==> src/rtl/conv_pkg.sv <==
// Shared types and widths for the CNN window sequencer: FSM state encoding,
// pixel/adder/window-sum widths and the adder-to-accumulator extension helper.
package conv_pkg;

  localparam int DATA_W = 8;
  localparam int ADD_W  = 10;
  localparam int SUM_W  = 12;

  typedef enum logic [2:0] {
    S_IDLE,
    S_ISSUE0,
    S_ISSUE1,
    S_ISSUE2,
    S_WAIT,
    S_OUT,
    S_DONE
  } conv_state_t;

  // Row sums are unsigned; 9*255 fits in SUM_W so plain zero-extension is exact.
  function automatic logic [SUM_W-1:0] zext_sum(input logic [ADD_W-1:0] v);
    return {{(SUM_W-ADD_W){1'b0}}, v};
  endfunction

endpackage

==> src/rtl/conv_win_cnt.sv <==
// Window-origin counters (row r, column c) for a row-major 3x3 scan,
// with clear, advance and a flag marking the bottom-right window.
module conv_win_cnt #(
  parameter  int IMG_W = 6,
  parameter  int IMG_H = 6,
  localparam int RW    = $clog2(IMG_H),
  localparam int CW    = $clog2(IMG_W)
) (
  input  logic          clk,
  input  logic          rst,
  input  logic          clr,
  input  logic          adv,
  output logic [RW-1:0] row,
  output logic [CW-1:0] col,
  output logic          last
);

  localparam logic [RW-1:0] ROW_LAST = RW'(IMG_H - 3);
  localparam logic [CW-1:0] COL_LAST = CW'(IMG_W - 3);

  always_ff @(posedge clk or posedge rst) begin
    if (rst) begin
      row <= '0;
      col <= '0;
    end else if (clr) begin
      row <= '0;
      col <= '0;
    end else if (adv) begin
      if (col == COL_LAST) begin
        col <= '0;
        row <= row + 1'b1;
      end else begin
        col <= col + 1'b1;
      end
    end
  end

  assign last = (row == ROW_LAST) && (col == COL_LAST);

endmodule

==> src/rtl/conv_window_seq.sv <==
// 3x3 window sequencer: issues three register-file row reads per window,
// accumulates the registered adder's row sums and offers the window sum downstream.
module conv_window_seq import conv_pkg::*; #(
  parameter  int IMG_W = 6,
  parameter  int IMG_H = 6,
  localparam int RW    = $clog2(IMG_H),
  localparam int CW    = $clog2(IMG_W)
) (
  input  logic             clk,
  input  logic             rst,
  input  logic             start,
  input  logic             abort,
  output logic             busy,
  output logic             done,
  output logic             rf_rd_en,
  output logic [RW-1:0]    rf_row,
  output logic [CW-1:0]    rf_col,
  input  logic [ADD_W-1:0] adder_sum,
  output logic [SUM_W-1:0] out_data,
  output logic [RW-1:0]    out_row,
  output logic [CW-1:0]    out_col,
  output logic             out_valid,
  input  logic             out_ready
);

  conv_state_t      state, state_nxt;
  logic [SUM_W-1:0] acc;
  logic [RW-1:0]    win_row, row_off, row_live, row_hold;
  logic [CW-1:0]    win_col, col_hold;
  logic             win_last, xfer, cnt_clr;

  assign xfer    = (state == S_OUT) && out_ready && !abort;
  assign cnt_clr = (state == S_IDLE) && start;

  conv_win_cnt #(.IMG_W(IMG_W), .IMG_H(IMG_H)) u_cnt (
    .clk  (clk),
    .rst  (rst),
    .clr  (cnt_clr),
    .adv  (xfer),
    .row  (win_row),
    .col  (win_col),
    .last (win_last)
  );

  always_ff @(posedge clk or posedge rst) begin
    if (rst) state <= S_IDLE;
    else     state <= state_nxt;
  end

  always_comb begin
    state_nxt = state;
    rf_rd_en  = 1'b0;
    row_off   = '0;
    out_valid = 1'b0;
    done      = 1'b0;
    busy      = (state != S_IDLE);
    unique case (state)
      S_IDLE:   if (start) state_nxt = S_ISSUE0;
      S_ISSUE0: begin rf_rd_en = 1'b1; row_off = RW'(0); state_nxt = S_ISSUE1; end
      S_ISSUE1: begin rf_rd_en = 1'b1; row_off = RW'(1); state_nxt = S_ISSUE2; end
      S_ISSUE2: begin rf_rd_en = 1'b1; row_off = RW'(2); state_nxt = S_WAIT;   end
      S_WAIT:   state_nxt = S_OUT;
      S_OUT: begin
        out_valid = 1'b1;
        if (out_ready) state_nxt = win_last ? S_DONE : S_ISSUE0;
      end
      S_DONE: begin
        done      = 1'b1;
        state_nxt = S_IDLE;
      end
      default:  state_nxt = S_IDLE;
    endcase
    if (abort && (state != S_IDLE)) state_nxt = S_IDLE;
  end

  assign row_live = win_row + row_off;

  // Read address is live while issuing and otherwise replays the last one issued.
  always_ff @(posedge clk or posedge rst) begin
    if (rst) begin
      row_hold <= '0;
      col_hold <= '0;
    end else if (rf_rd_en) begin
      row_hold <= row_live;
      col_hold <= win_col;
    end
  end

  assign rf_row = rf_rd_en ? row_live : row_hold;
  assign rf_col = rf_rd_en ? win_col  : col_hold;

  // Adder output trails each issue by one cycle: ISSUE1/ISSUE2/WAIT see rows 0/1/2.
  always_ff @(posedge clk or posedge rst) begin
    if (rst) begin
      acc <= '0;
    end else begin
      unique case (state)
        S_ISSUE1:       acc <= zext_sum(adder_sum);
        S_ISSUE2, S_WAIT: acc <= acc + zext_sum(adder_sum);
        default:        acc <= acc;
      endcase
    end
  end

  assign out_data = acc;
  assign out_row  = win_row;
  assign out_col  = win_col;

endmodule

==> config.mk <==
export PLATFORM = sky130hd
export DESIGN_NAME = conv_window_seq
export DESIGN_NICKNAME = d
export VERILOG_FILES = /design/src/rtl/conv_pkg.sv /design/src/rtl/conv_win_cnt.sv /design/src/rtl/conv_window_seq.sv
export SDC_FILE = /design/constraint.sdc
export NUM_CORES = 1
export LEC_CHECK = 0
export CORE_MARGIN = 4
export CORE_UTILIZATION = 53
export CTS_CLUSTER_SIZE = 20
export DETAILED_ROUTE_END_ITERATION = 12
export GPL_ROUTABILITY_DRIVEN = 0
export GPL_TIMING_DRIVEN = 0
export PLACE_DENSITY = 0.93
export SLEW_MARGIN = 40
export SYNTH_ARGS = -nofsm -noshare
export SYNTH_HDL_FRONTEND = slang
export SYNTH_SLANG_ARGS = --single-unit
==> constraint.sdc <==
create_clock -name clk -period 7.7 [get_ports clk]
set_input_delay 2.31 -clock clk [delete_from_list [all_inputs] [get_ports clk]]
set_output_delay 2.31 -clock clk [all_outputs]
set_load 0.05 [all_outputs]
* After elaboration in Yosys (flattened, before gate mapping) *
Cells that the tools add are included.

storage, ports and cells
  flip-flop bits (word level) = 27
  bits of input ports = 15
  output and inout port bits = 28
  logic and storage cells = 53

cells by class
  $add $sub $neg = 4
  equality and inequality tests = 10
  multiplexer cells = 18
  reductions and logical operators = 15

operator list
  cell                                            number
  two-way mux 3 bit                               12
  case mux 12 bit (2 select lines)                1
  case mux 3 bit (6 select lines)                 1
  adder 12 x 10 -> 12 bit                         1
  == test 3 x 2 -> 1 bit (second input constant)  4
  == test 3 bit (second input constant)           3
  adder 3 x 1 -> 3 bit (second input constant)    2
  != test 3 x 2 -> 1 bit (second input constant)  2
  nonzero test 2 bit                              3
  logical AND 1 bit                               5
  case mux 2 bit (2 select lines)                 1
  AND reduction 2 bit                             2
  adder 3 bit                                     1
  == test 3 x 1 -> 1 bit (second input constant)  1
  zero test 3 bit                                 1
  two-way mux 1 bit                               3
  nonzero test 3 bit                              1
  OR reduction 3 bit                              1
  OR reduction 2 bit                              1
  zero test 1 bit                                 1

* Logic depth before layout (Yosys ltp) *
Gate-level depths: netlist of the first run.

  depth in word-level cells = 6
  depth in mapped cells = 10
  depth with buffers taken out = 9

* By module *
A second synthesis of the first run with hierarchy kept.

second synthesis, totals
  cells, all modules = 202
  area total of the unflattened synthesis = 1898.1 sq um

by module, submodules not included
  module           times used  cells an instance  area each (sq um)  sequential area each (sq um)
  conv_window_seq  1           173                1580.3             525.5
  conv_win_cnt     1           29                 317.8              150.1

* Least setup slack after synthesis of the first run *
OpenSTA, ideal clock, no wires.

  path kind = reg-to-output
  start point = register state[0]
  end point = output port rf_row[2]
  data arrival time = 2.912 ns
  required time = 5.390 ns
  slack = 2.478 ns
  stages on the path, launching flop included = 11
  path buffers = 2
  cell sequence = dfrtp_1 > buf_4 > nor2_1 > nand2_1 > inv_1 > clkbuf_1 > ha_1 > inv_1 > fa_1 > xor2_1 > o21ai_0

on the way
  cells in the longest elaborated chain, start to end = 4
  elaborated cells on any way between the ends = 8
  classes of those cells = 1 x add/sub; 3 x eq/ne; 3 x mux; 1 x reduce/logical

ends and longest elaborated chain
  what                                                                          RTL line                                      RTL
  start, declared                                                               conv_window_seq.sv:26                         conv_state_t state, state_nxt;
  start signal, assigned                                                        conv_window_seq.sv:47                         else state <= state_nxt;
  == test 3 x 2 -> 1 bit / == test 3 x 1 -> 1 bit (equally long branches)       conv_window_seq.sv:57                         unique case (state)
  case mux 2 bit (2 select lines) / OR reduction 3 bit (equally long branches)  n/a
  adder 3 bit / two-way mux 1 bit (equally long branches)                       conv_window_seq.sv:76, conv_window_seq.sv:57
  two-way mux 3 bit (*)                                                         n/a
  end, declared                                                                 conv_window_seq.sv:16                         output logic [RW-1:0] rf_row,

Every way passes the cells marked *; elsewhere a longest branch is shown, timed or not.

* Worst setup path after layout of the first run *
Ends and elaborated chain as after synthesis.

==> results.toml, run 1 <==
[logic_synthesis]
ys_types = 43
synth_cells = 195
ys.warnings.count = 0
postSynthAreaPerCell_um2 = 9.124
syn-cell-area_um2 = 1779
synth_common_cells = "30 x nand2_1, 27 x dfrtp_1, 17 x nor2_1, 14 x ha_1, 13 x inv_1"
synth_edf_count = 0
yosysSeqAreaShare = 0.3797
yosys_register_bits = 27
synth.area.top_cells = "dfrtp_1 38%, ha_1 9.8%, nand2_1 6.3%, nor2_1 3.6%, a22oi_1 3.4%"
async_flop_share = 1.000
yosysMostFrequentCell = "nand2_1"
synth_top_flop_cell = "dfrtp_1"
yosysTopAreaCell = "dfrtp_1"
syn-num-nets = 226
synth_top_area_frac = 0.3797

[die]
initial_utilization = 0.5688
die-width_um = 65.94
rows = 20
io_pins = 43
core-area_um2 = 3128
fp.dieArea_um2 = 4348
die_h_um = 65.94

[final_layout]
final_util = 0.7304
drive_above_1_share = 0.05809
nets = 273
finalInstanceArea_um2 = 2285
syn_to_final_growth_pct = 28.41
diodes = 0

[detailed_routing]
via_per_inst = 5.614
avgRoutedWirePerCell_um = 14.14
drc_errors = 0
wl_um = 4031
drt_pre_antenna_iters = 4
first_iter_violations = 98
ant_nets = 0
vias = 1600

[min_path]
hold_path.class = "reg -> reg"

[timing]
worst_slack_ps = 1866
tightest_slew_ps = 703.8
setup_violations = 0
slew_viol_final = 0
fmax_mhz = 171.4
finalHoldViolations = 0
min_period_ps = 5834
period_share = 0.7576
rsz0062_at_grt = "false"
worst_clock_skew_ps = 6.991
setup-tns-final_ps = 0
max_slew_margin = 0.5291

[global_route]
grt_max_degree = 28
use_met1 = 0.2751
grt_first_pass_wirelength_um = 6879
grt.busiest_layer = "met2"
grt_pass1_vias = 1551
overflow = 0
track_usage = 0.2007
grt.met2_usage = 0.3292
met3_usage = 0.02891
antenna_found_initial = 0

[placed_design]
hpwl_um = 3076
io_buffers = 42
dp_slack_ps = 2285
placed_area_um2 = 2255

[setup_path]
path_max_fanout = 10
cp_slowest_cell = "clkdlybuf4s50_1"
arrival_ps = 3520
cp-end-kind = "output pin"
crit_chain = "buf_4 -> nor2_1 -> nand2_1 -> inv_1 -> clkbuf_1 -> ha_1 -> inv_1 -> fa_1 -> xor2_1 -> o21ai_0 -> clkdlybuf4s50_1"
crit_top_cell = "inv_1"
startpoint_type = "flip-flop"
critPathRequiredTime_ps = 5390
slowest_delay_ps = 850
critPathKind = "reg -> out"

[clock_network]
hold_buffers = 0
cts_root_buffer = "clkbuf_4"
htree_levels = 1
cts-buffers-inserted = 3
cts-resized-gates = 0
clk_latency_ps = 340
cts.sinks = 27
cts_tree = "built"
clk_pin_slew_worst_paths_ps = 150
clock_path_buffers = 2
cts_setup_buffers = 0

[power]
total_leakage_power_nw = 1.026
ir_drop_mv = 0.1841
power_density_nw_per_um2 = 374.8
power_uw = 856.3

[run_status]
status = "complete, no violations"

[job]
drv_cap = 0
==> per-stage QoR <==
stage | cells | hold WS [ps]
final | 285 | 494.1
after detailed placement | 281 | 459.9
after floorplan | 195 | 572.4
after CTS | 285 | 496.6
after global placement | 281 | 455.0
after global routing | 285 | 513.0
==> flip-flops by register name, summed over array words and instances, names as in the netlist <==
register,count
col_hold,3
out_data,12
row_hold,3
state,3
u_cnt.col,3
u_cnt.row,3
==> worst max-delay path, delay by kind of cell (launching register included) <==
kind	cells	cell delay, ps
buffers and inverters	5	1580
adders and majority gates	2	630
DFF	1	390
and+or+nand+nor	2	230
AOI/OAI and AO/OA	1	220
xor gates and xnor gates	1	160
==> cell type report <==
type / instances / area (µm²)
clock buffers: 3 / 22.52
well taps: 44 / 55.05
inverters: 13 / 48.80
repair buffers: 42 / 420.4
clock inverters: 1 / 7.507
multi-input cells: 150 / 1025
flip-flops and latches: 27 / 675.6
fillers: 224 / 843.3
plain buffers: 5 / 30.03
==> worst paths after layout <==
path                                      endpoint  slack, ps             startpoint  depth (start not counted)
min in group asynchronous  out_data[6]$_DFFE_PP0P_       2320                    rst                          2
hold reg to reg              col_hold[0]$_DFF_PP0_        490  col_hold[0]$_DFF_PP0_                          2
setup / recovery                         rf_row[2]       1870   state[0]$_DFFE_PP0P_                         11
setup reg to reg             row_hold[2]$_DFF_PP0_       5280   state[0]$_DFFE_PP0P_                         10
max in group asynchronous     state[1]$_DFFE_PP0P_       5000                    rst                          2
hold / removal               col_hold[0]$_DFF_PP0_        490  col_hold[0]$_DFF_PP0_                          2
==> metal layers <==
| metal | share of wire | up-vias | routed length [µm] |
|---|---|---|---|
| met5 | 0 | - | 0 |
| met4 | 0.012 | 0 | 47 |
| met3 | 0.045 | 6 | 180 |
| met2 | 0.49 | 59 | 1973 |
| met1 | 0.45 | 751 | 1830 |
| li1 | - | 784 | - |
==> kinds of logic (layout without fill, tap and decap cells) <==
logic type	Yosys count	after routing	synth area share
buf+inv	18	64	0.04431
compound gates	48	48	0.1800
flops	27	27	0.3797
fa+ha+maj	16	16	0.1210
simple gates	73	73	0.2068
xor+xnor	8	8	0.03938
mux	5	5	0.02883
==> cells in the final DEF, fill, tap and decap left out, drive strengths merged, types with 2 or more instances in the layout <==
cell type	count
xor2	4
clkbuf	5
o31ai	2
xnor2	4
o211ai	2
nand3	3
and4	2
nor2	17
clkdlybuf4s50	42
nor2b	4
nand2b	2
inv	13
a21oi	6
o22ai	2
mux2i	4
nor3	3
a22oi	8
buf	3
and2	4
nand3b	3
dfrtp	27
a31oi	3
fa	2
o21ai	13
ha	14
o21a	4
nand2	31
==> where the power goes <==
group | switching (mW) | total, mW | internal, mW
Sequential | 0.0318 | 0.214 | 0.182
Clock | 0.0454 | 0.0653 | 0.0199
Combinational | 0.362 | 0.577 | 0.214
Total | 0.440 | 0.856 | 0.417
No activity file was read; power rests on OpenSTA's default activity.
==> run 2, diff against run 1 <==
--- a/config.mk
+++ b/config.mk
@@ -6,12 +6,12 @@
 export NUM_CORES = 1
 export LEC_CHECK = 0
 export CORE_MARGIN = 4
-export CORE_UTILIZATION = 53
+export CORE_UTILIZATION = 45
 export CTS_CLUSTER_SIZE = 20
 export DETAILED_ROUTE_END_ITERATION = 12
 export GPL_ROUTABILITY_DRIVEN = 0
 export GPL_TIMING_DRIVEN = 0
-export PLACE_DENSITY = 0.93
+export PLACE_DENSITY = 0.85
 export SLEW_MARGIN = 40
 export SYNTH_ARGS = -nofsm -noshare
 export SYNTH_HDL_FRONTEND = slang
==> constraint.sdc (replaced) <==
create_clock -name clk -period 5.3 [get_ports clk]
set_input_delay 1.59 -clock clk [delete_from_list [all_inputs] [get_ports clk]]
set_output_delay 1.59 -clock clk [all_outputs]
set_load 0.05 [all_outputs]
==> results.toml, run 2 (synthesis gave the netlist of run 1 again) <==
[global_route]
grt_max_degree = 28
grt_first_pass_wirelength_um = 6789
grt_pass1_vias = 1519
overflow = 0
track_usage = 0.1662
antenna_found_initial = 0

[final_layout]
finalInstanceArea_um2 = 2308
drive_above_1_share = 0.05809
diodes = 0
nets = 273
syn_to_final_growth_pct = 29.75
final_common_cell = "clkdlybuf4s50_1"
num-fill-cells = 327
largest_reg_flops = 12
final_cell_mix = "42 x clkdlybuf4s50_1, 30 x nand2_1, 27 x dfrtp_1"
final_util = 0.6166

[detailed_routing]
drc_errors = 0
wl_um = 4005
vias = 1555
avgRoutedWirePerCell_um = 13.86
via_per_inst = 5.381
first_iter_violations = 93
drt_pre_antenna_iters = 4
ant_nets = 0

[clock_network]
cts_setup_buffers = 0
clk_pin_slew_worst_paths_ps = 100
hold_buffers = 0
cts-buffers-inserted = 3
cts-resized-gates = 0
clk_latency_ps = 280
cts_root_buffer = "clkbuf_8"
cts.sinks = 27
htree_levels = 1
cts_tree = "built"
clock_path_buffers = 2

[setup_path]
ff2ff_path_depth = 10
arrival_ps = 3500
cp-end-kind = "output pin"
critPathRequiredTime_ps = 3710
crit_top_cell = "inv_1"
startpoint_type = "flip-flop"
cp_slowest_cell = "clkdlybuf4s50_1"
critPathKind = "reg -> out"
crit_chain = "buf_4 -> nor2_1 -> nand2_1 -> inv_1 -> clkbuf_1 -> ha_1 -> inv_1 -> fa_1 -> xor2_1 -> o21ai_0 -> clkdlybuf4s50_1"
path_max_fanout = 10
slowest_delay_ps = 870

[power]
sw_frac_of_total = 0.5029
power_frac_clock = 0.099
total_leakage_power_nw = 1.034
p_int_uw = 630.4
power_mw = 1.268
power_density_nw_per_um2 = 549.3
pwr-share-seq = 0.244
ir_drop_mv = 0.4658
p_switching_uw = 637.7
p_comb_frac = 0.656

[timing]
rsz0062_at_grt = "false"
period_share = 0.9595
min_period_ps = 5085
worst_clock_skew_ps = 3.309
slew_viol_final = 0
setup-tns-final_ps = 0
setup_violations = 0
max_slew_margin = 0.5547
fmax_mhz = 196.6
tightest_slew_ps = 665.5
finalHoldViolations = 0
worst_slack_ps = 214.7

[die]
die_h_um = 70.88
core-area_um2 = 3744
die-width_um = 70.88
fp.dieArea_um2 = 5024
rows = 22
initial_utilization = 0.4753
io_pins = 43

[min_path]
hold_path.class = "reg -> reg"
whs_path_depth = 2

[run_status]
status = "complete, no violations"

[placed_design]
hpwl_um = 3060
placed_area_um2 = 2260
dp_slack_ps = 545.8
io_buffers = 42

[job]
drv_cap = 0
-- run 2: cell count changes in the layout (fill, tap and decap cells not counted) --
cell / change
clkbuf_4: -3
clkbuf_8: +3
-- run 2: final cells by class --
type                       instances  area [µm²]  share of cell area
tap                               48       60.06             0.02602
multi-input combinational        150        1025              0.4439
sequential                        27       675.6              0.2927
clock inverter                     1       7.507            0.003252
buffer                             5       30.03             0.01301
inverter                          13       48.80             0.02114
clock buffer                       3       41.29             0.01789
timing repair buffer              42       420.4              0.1821
-- run 2: routing by layer --
layer	GRT usage	part of all wire	up-vias	routed length [µm]
met1	0.2182	0.46	735	1854
met4	0.03758	0.010	0	40
met5	0	0	-	0
met2	0.2750	0.47	31	1890
met3	0.04403	0.055	5	219
li1	-	-	784	-
-- run 2: final timing paths --
kind	from	end	slack (ps)
max	state[0]$_DFFE_PP0P_	rf_row[2]	210
min	col_hold[2]$_DFF_PP0_	col_hold[2]$_DFF_PP0_	480
max reg2reg	state[0]$_DFFE_PP0P_	row_hold[2]$_DFF_PP0_	2850
min reg2reg	col_hold[2]$_DFF_PP0_	col_hold[2]$_DFF_PP0_	480
max in group asynchronous	rst	out_data[4]$_DFFE_PP0P_	3230
min in group asynchronous	rst	out_data[7]$_DFFE_PP0P_	1680
-- run 2: per-stage QoR --
stage / std cells / hold WS [ps]
detailed placement: 285 / 462.4
finish: 289 / 483.2
CTS: 289 / 486.9
global route: 289 / 499.5
global placement: 285 / 452.9
floorplan: 195 / 572.4
-- run 2: critical path: cells and delay by family (launching register included) --
family	cells	cell delay (ps)
AO/OA/AOI/OAI	1	260
XOR/XNOR	1	150
adder cells (fa/ha/maj)	2	610
buffers and inverters	5	1590
flip-flops	1	380
AND/OR/NAND/NOR	2	210
-- run 2: power groups by stage --
| stage | logic, mW | clock network [mW] | registers [mW] |
|---|---|---|---|
| floorplan | 0.453 | 0 | 0.463 |
| global placement | 0.815 | 0 | 0.311 |
| detailed placement | 0.830 | 0 | 0.315 |
| finish | 0.832 | 0.126 | 0.310 |
| CTS | 0.835 | 0.128 | 0.311 |
| global route | 0.911 | 0.136 | 0.318 |
==> run 3, diff against run 2 <==
--- a/config.mk
+++ b/config.mk
@@ -7,7 +7,6 @@
 export LEC_CHECK = 0
 export CORE_MARGIN = 4
 export CORE_UTILIZATION = 45
-export CTS_CLUSTER_SIZE = 20
 export DETAILED_ROUTE_END_ITERATION = 12
 export GPL_ROUTABILITY_DRIVEN = 0
 export GPL_TIMING_DRIVEN = 0
==> results of run 3 <==
Same layout as run 2: the final DEF is identical, and so are final timing and power.
